===== config.mk =====
export PLATFORM = sky130hd
export DESIGN_NAME = ff_bank
export DESIGN_NICKNAME = d
export VERILOG_FILES = /design/src/rtl/ff_pkg.sv /design/src/rtl/step_debouncer.sv /design/src/rtl/ff_bank.sv
export SDC_FILE = /design/constraint.sdc
export NUM_CORES = 1
export LEC_CHECK = 0
export CAP_MARGIN = 40
export CORE_ASPECT_RATIO = 1.4
export CORE_MARGIN = 1
export CORE_UTILIZATION = 46
export DETAILED_ROUTE_END_ITERATION = 6
export PLACE_DENSITY = 0.84
export REMOVE_ABC_BUFFERS = 1
export SLEW_MARGIN = 40
export SYNTH_ARGS = -nofsm -noshare
export SYNTH_HDL_FRONTEND = slang
export SYNTH_SLANG_ARGS = --single-unit

===== constraint.sdc =====
create_clock -name Clock50M -period 1.9 [get_ports Clock50M]
set_input_delay 0.19 -clock Clock50M [delete_from_list [all_inputs] [get_ports Clock50M]]
set_output_delay 0.19 -clock Clock50M [all_outputs]
set_load 0.02 [all_outputs]

===== src/rtl/ff_pkg.sv =====
// Shared types and default parameters for the stepped flip-flop bank.
package ff_pkg;

    typedef enum logic [1:0] {
        MODE_D    = 2'b00,
        MODE_JK   = 2'b01,
        MODE_T    = 2'b10,
        MODE_HOLD = 2'b11
    } mode_e;

    localparam int DEF_WIDTH           = 4;
    localparam int DEF_DEBOUNCE_CYCLES = 1000000;
    localparam int DEF_CNT_W           = 8;

endpackage


===== src/rtl/step_debouncer.sv =====
// Synchronises and debounces the step button, emitting one strobe per press.
module step_debouncer
    import ff_pkg::*;
#(
    parameter int DEBOUNCE_CYCLES = DEF_DEBOUNCE_CYCLES
) (
    input  logic Clock50M,
    input  logic reset,
    input  logic rawclock,
    output logic step_pulse
);

    localparam int CW = (DEBOUNCE_CYCLES > 2) ? $clog2(DEBOUNCE_CYCLES) : 1;
    localparam logic [CW-1:0] CNT_LAST = CW'(DEBOUNCE_CYCLES - 1);

    logic          sync1;
    logic          sync;
    logic          clean;
    logic          clean_d;
    logic [CW-1:0] cnt;

    always_ff @(posedge Clock50M) begin
        if (reset) begin
            sync1 <= 1'b0;
            sync  <= 1'b0;
        end else begin
            sync1 <= rawclock;
            sync  <= sync1;
        end
    end

    // Any return to the settled level restarts the hold count from zero.
    always_ff @(posedge Clock50M) begin
        if (reset) begin
            clean <= 1'b0;
            cnt   <= '0;
        end else if (sync == clean) begin
            cnt <= '0;
        end else if (cnt == CNT_LAST) begin
            clean <= sync;
            cnt   <= '0;
        end else begin
            cnt <= cnt + 1'b1;
        end
    end

    always_ff @(posedge Clock50M) begin
        if (reset) begin
            clean_d    <= 1'b0;
            step_pulse <= 1'b0;
        end else begin
            clean_d    <= clean;
            step_pulse <= clean & ~clean_d;
        end
    end

endmodule


===== src/rtl/ff_bank.sv =====
// Bank of D/JK/T flip-flops advanced by a debounced push-button step.
module ff_bank
    import ff_pkg::*;
#(
    parameter int WIDTH           = DEF_WIDTH,
    parameter int DEBOUNCE_CYCLES = DEF_DEBOUNCE_CYCLES,
    parameter int CNT_W           = DEF_CNT_W
) (
    input  logic             Clock50M,
    input  logic             reset,
    input  logic             rawclock,
    input  logic [1:0]       mode,
    input  logic [WIDTH-1:0] dorjort,
    input  logic [WIDTH-1:0] k,
    output logic [WIDTH-1:0] q,
    output logic [WIDTH-1:0] q_bar,
    output logic             step_pulse,
    output logic [CNT_W-1:0] step_count
);

    mode_e            mode_sel;
    logic [WIDTH-1:0] q_next;

    assign mode_sel = mode_e'(mode);
    assign q_bar    = ~q;

    step_debouncer #(
        .DEBOUNCE_CYCLES(DEBOUNCE_CYCLES)
    ) u_step (
        .Clock50M  (Clock50M),
        .reset     (reset),
        .rawclock  (rawclock),
        .step_pulse(step_pulse)
    );

    // JK: set where j, clear where k, both toggles, neither holds.
    always_comb begin
        q_next = q;
        unique case (mode_sel)
            MODE_D:    q_next = dorjort;
            MODE_JK:   q_next = (dorjort & ~q) | (~k & q);
            MODE_T:    q_next = q ^ dorjort;
            MODE_HOLD: q_next = q;
            default:   q_next = q;
        endcase
    end

    always_ff @(posedge Clock50M) begin
        if (reset) begin
            q          <= '0;
            step_count <= '0;
        end else if (step_pulse) begin
            q          <= q_next;
            step_count <= step_count + 1'b1;
        end
    end

endmodule

Word-level counts from Yosys, hierarchy flattened --
Index checks and enable logic that the tools add are counted.
Word-level totals: bits of input ports 13, register bits 37, word-level logic and storage cells 30
Cells by class: add/sub/neg operators 2, muxes and demuxes 1, reductions and logical operators 4, bitwise gates (word level) 10, eq/ne operators 5
Operators with widths (count):
- 20-bit by 1-bit adder with 20-bit output (second input constant) | 1
- 20-bit == test (second input constant) | 1
- 4-bit one-hot mux with 3 select lines | 1
- 8-bit by 1-bit adder with 8-bit output (second input constant) | 1
- 4-bit AND | 2
- 4-bit inverter | 2
- 2-bit == test (second input constant) | 2
- 4-bit OR | 1
- 2-bit AND reduction | 2
- 4-bit bitwise XOR | 1
- 1-bit inverter | 3
- 3-bit OR reduction | 1
- 2-bit by 1-bit == test with 1-bit output (second input constant) | 1
- 2-bit zero test | 1
- 1-bit AND | 1
- 1-bit == test | 1

Depth between registers and ports, before layout --
depth in word-level cells 4, depth in mapped cells 7, depth with buffers taken out 6

Modules after synthesis --
Synthesis repeated with hierarchy kept, for this count alone.
Second synthesis, totals: cell total of the unflattened synthesis 201, area total of the unflattened synthesis 1835.5 sq um
By module, submodules not included:
- step_debouncer | cells an instance 117, times used 1, area an instance 1137.3 sq um
- ff_bank | cells an instance 84, times used 1, area an instance 698.2 sq um

Least setup slack after synthesis --
Ideal clock, no wire load.
path type register to register, start point register u_step.cnt[8], end point register u_step.cnt[11], setup slack -27 ps, required time 1785 ps, stages on the path, launching flop included 6, arrival time 1813 ps, setup time 115 ps, clock period less this slack 1927 ps, cells stage by stage dfxtp_1 > or4_1 > or4_4 > o21ai_4 > buf_6 > nor2_1
Between the ends: word-level cells in the longest chain between the ends 2, elaborated cells on any way between the ends 3
Ends and longest elaborated chain:
- start: declaration | RTL line step_debouncer.sv:20 | logic [CW-1:0] cnt;
- start signal: assignment | RTL line step_debouncer.sv:43 | cnt <= cnt + 1'b1;
- branches (longest 2 deep; another with 20-bit by 1-bit adder with 20-bit output)
Several ways; the timed one is not identified. A chain may end at the register's enable or synchronous reset.

Worst setup path in the final report --
start point register u_step.cnt[7], end point register u_step.cnt[9]
The elaborated chain is that of the path after synthesis.

==> impl_summary.txt <==
----------------------------------------------------
[Setup path]
  Destination of the worst register-to-register timing path ... u_step.cnt[9]$_SDFF_PP0_
  Critical path class ... flop to flop
  Max FO, Critical Path ... 19
  Kind of cell adding the most delay to the critical path ... simple AND/OR/NAND/NOR gates
  CP arrival ... 2060 ps
  CP required ... 2080 ps
  Worst-path cell chain ... or4_1, or4_4, o21ai_4, buf_12, nor2_1
  Sort of element at the end of the critical path ... flop
  Reg2reg path depth ... 5
  Max stage delay cell, worst path ... or4_4
  Nature of the critical path startpoint ... flop
  Reg2Reg Launch Point ... u_step.cnt[7]$_SDFF_PP0_
  Bufs and invs on worst path ... 1
  Register-to-register setup slack ... 20 ps
  Maximum single-stage delay on the critical path ... 560 ps

[Timing]
  Relative slew margins ... 0.7646
  Final max-slew violation count ... 0
  Final WS setup ... 19.70 ps
  Share of the clock period used by the worst path after layout ... 0.9896
  Max Fclk ... 531.8 MHz
  Number of failing hold endpoints at the final stage ... 0
  Measured slew at the worst slew-check pin ... 349.9 ps
  Crit path time final ... 1880 ps
  Number of setup violations in the final report ... 0
  Worst Skew ... 5.319 ps
  RSZ-0062 raised after global routing ... true
  Hold Slack ... 390.3 ps

[Clock network]
  Total number of H-tree levels ... 2
  Clock tree buffer depth ... 2
  Hold bufs inserted after CTS ... 0
  TritonCTS clock tree ... built
  Clock-pin slew reported for the worst setup and hold paths after clock tree synthesis ... 70 ps
  Inserted Clock Buffers ... 5
  Cts repair resizes ... 0
  Master cell of the clock root buffer ... clkbuf_8
  Number of post-CTS setup repair buffers ... 0
  Number of sinks handled by clock tree synthesis ... 37
  Clock Latency Late Sink ... 290 ps

[Layout]
  Antenna diode count ... 0
  Layout Nets ... 260
  Commonest non-fill, non-tap cell in the layout ... dfxtp_1
  Synth-to-layout area growth ... 30.26%
  Commonest cells after routing, fill and taps aside ... dfxtp_1 (37), nor2_1 (33), clkdlybuf4s50_1 (29), xnor2_1 (15)
  Share of cells above drive strength 1 ... 0.1152
  Final instance count without filler cells ... 283

[Place]
  DP Wirelength ... 2465 µm
  Final Wtd Congestion ... 0.7871
  Worst setup timing slack at the placement stage ... 13.58 ps
  Placed Cells incl. Taps ... 275
  Number of buffer cells added on primary ports ... 29

[Logic synthesis]
  Number of instances in the synthesized netlist ... 198
  Synthesized cell area ... 1699 µm²
  Distinct cell type count of the synthesized netlist ... 30
  Synthesis-stage register bit count ... 37
  Sequential element share of the synthesized area ... 0.4359
  Number of warnings issued by yosys ... 0
  Synthesized area divided by synthesized cell count ... 8.581 µm²

[Floorplanning]
  Ports placed on the boundary ... 30
  Die Ht ... 73.91 µm
  Starting utilization of the core area ... 0.4938
  Area of the die ... 3944 µm²
  Count of standard-cell rows ... 25
  Core outline area ... 3441 µm²
  Die X ... 53.37 µm

[Global routing]
  Initial antenna violation count ... 0
  Vias in the first global route ... 1307
  Maximum number of pins on one net before global-route repair ... 20
  First-pass GRT wire length ... 5478 µm
  Total routing usage reported by global routing ... 0.1925
  Total global routing overflow ... 0

[Min path]
  Number of cells on the worst hold path ... 1
  Worst hold endpoint ... u_step.step_pulse$_SDFF_PP0_
  Beginning of the worst hold path ... u_step.clean_d$_SDFF_PP0_
  Class of the tightest hold or removal check ... flop to flop

[Route]
  Total number of vias ... 1457
  Average detailed-routed wire length per instance ... 11.74 µm
  Number of remaining DRC errors ... 0
  Routed wire length ... 3322 µm
  Remaining antenna violation count after routing ... 0
  Vias per std cell ... 5.148
  TritonRoute pass-1 iters ... 4
  Initial drt markers ... 19

[Power]
  Max VDD drop ... 528.2 µV
  Cell leakage power ... 0.7483 nW
  Power density of the placed cells ... 621.3 nW/µm²

[Run status]
  Run status ... finished clean

[Run]
  MaxCap Viol Count ... 0

----------------------------------------------------
## metrics by stage
step / cell area, µm² / total power, mW / TNS [ps] / util
after floorplan: 1669 / 0.8242 / -137.8 / -
after global placement: 2127 / 0.8657 / 0 / 0.6182
after detailed placement: 2127 / 0.8663 / 0 / 0.6182
after CTS: 2213 / 1.398 / 0 / 0.6433
after global routing: 2213 / 1.441 / -415.2 / 0.6433
final: 2213 / 1.375 / 0 / 0.6433
## worst max path at each step
stage | startpoint | to | slack, ps | cells past startpoint
final | u_step.cnt[7]$_SDFF_PP0_ | u_step.cnt[9]$_SDFF_PP0_ | 20 | 5
after global routing | u_step.cnt[7]$_SDFF_PP0_ | u_step.cnt[19]$_SDFF_PP0_ | -30 | 5
after CTS | u_step.cnt[7]$_SDFF_PP0_ | u_step.cnt[9]$_SDFF_PP0_ | 8 | 5
after detailed placement | u_step.cnt[7]$_SDFF_PP0_ | u_step.cnt[6]$_SDFF_PP0_ | 10 | 5
after global placement | u_step.cnt[7]$_SDFF_PP0_ | u_step.cnt[15]$_SDFF_PP0_ | 50 | 5
after floorplan | u_step.cnt[8]$_SDFF_PP0_ | u_step.cnt[10]$_SDFF_PP0_ | -9 | 4
## cell usage after synthesis
master	number	area, µm²
a21oi_1	12	60.06
nand2_1	7	26.28
xnor2_1	15	131.4
o21ai_0	8	40.04
dfxtp_1	37	740.7
or4_4	2	22.52
or3_1	3	18.77
o21ai_4	1	16.27
xor2_1	6	52.55
nand2b_1	9	56.30
nor3_1	4	20.02
buf_6	1	11.26
mux2i_1	1	10.01
nand4_2	1	12.51
a31o_2	1	8.760
or2_2	1	6.260
o211ai_1	4	30.03
and3_1	1	6.260
or4_1	2	15.01
nor2_1	33	123.9
clkbuf_1	5	18.77
nand4_1	7	43.79
nand3_1	7	35.03
a211oi_1	1	7.510
nor4_1	4	25.02
o41ai_1	1	8.760
ha_1	5	62.56
o221ai_1	1	8.760
nor2b_1	5	31.28
inv_1	13	48.80
## routing by layer
metal / wire length, µm / vias up / part of all wire / track usage
met5: 0 / - / 0 / 0
met4: 64 / 0 / 0.019 / 0.09649
met3: 144 / 6 / 0.043 / 0.06004
met2: 1726 / 28 / 0.52 / 0.3389
met1: 1386 / 663 / 0.42 / 0.1992
li1: - / 760 / - / -
## power by group
part	leakage (nW)	switching [mW]	internal (mW)	total, mW
sequential	0.298	0.00147	0.778	0.779
clock	0.0439	0.273	0.253	0.526
combinational	0.406	0.0315	0.0385	0.0700
## cells by family after synthesis
group	after synthesis	synth area share
mux	1	0.005891
flops	37	0.4359
simple gates	86	0.2607
buf+inv	19	0.04639
compound gates	29	0.1060
xor+xnor	21	0.1082
fa+ha+maj	5	0.03682
## layout make-up
type	instances	area (µm²)
Fill cell	315	1227
Sequential cell	37	740.7
Timing Repair Buffer	43	407.9
Clock buffer	5	68.82
Tap cell	40	50.05
Clock inverter	3	17.52
Inverter	13	48.80
Multi-Input combinational cell	142	879.6
## flip-flops by register name (all words and copies together), names as in the netlist
signal             count
u_step.clean           1
u_step.sync            1
u_step.cnt            20
u_step.step_pulse      1
step_count             8
u_step.sync1           1
u_step.clean_d         1
q                      4
No activity file was read; power rests on OpenSTA's default activity.
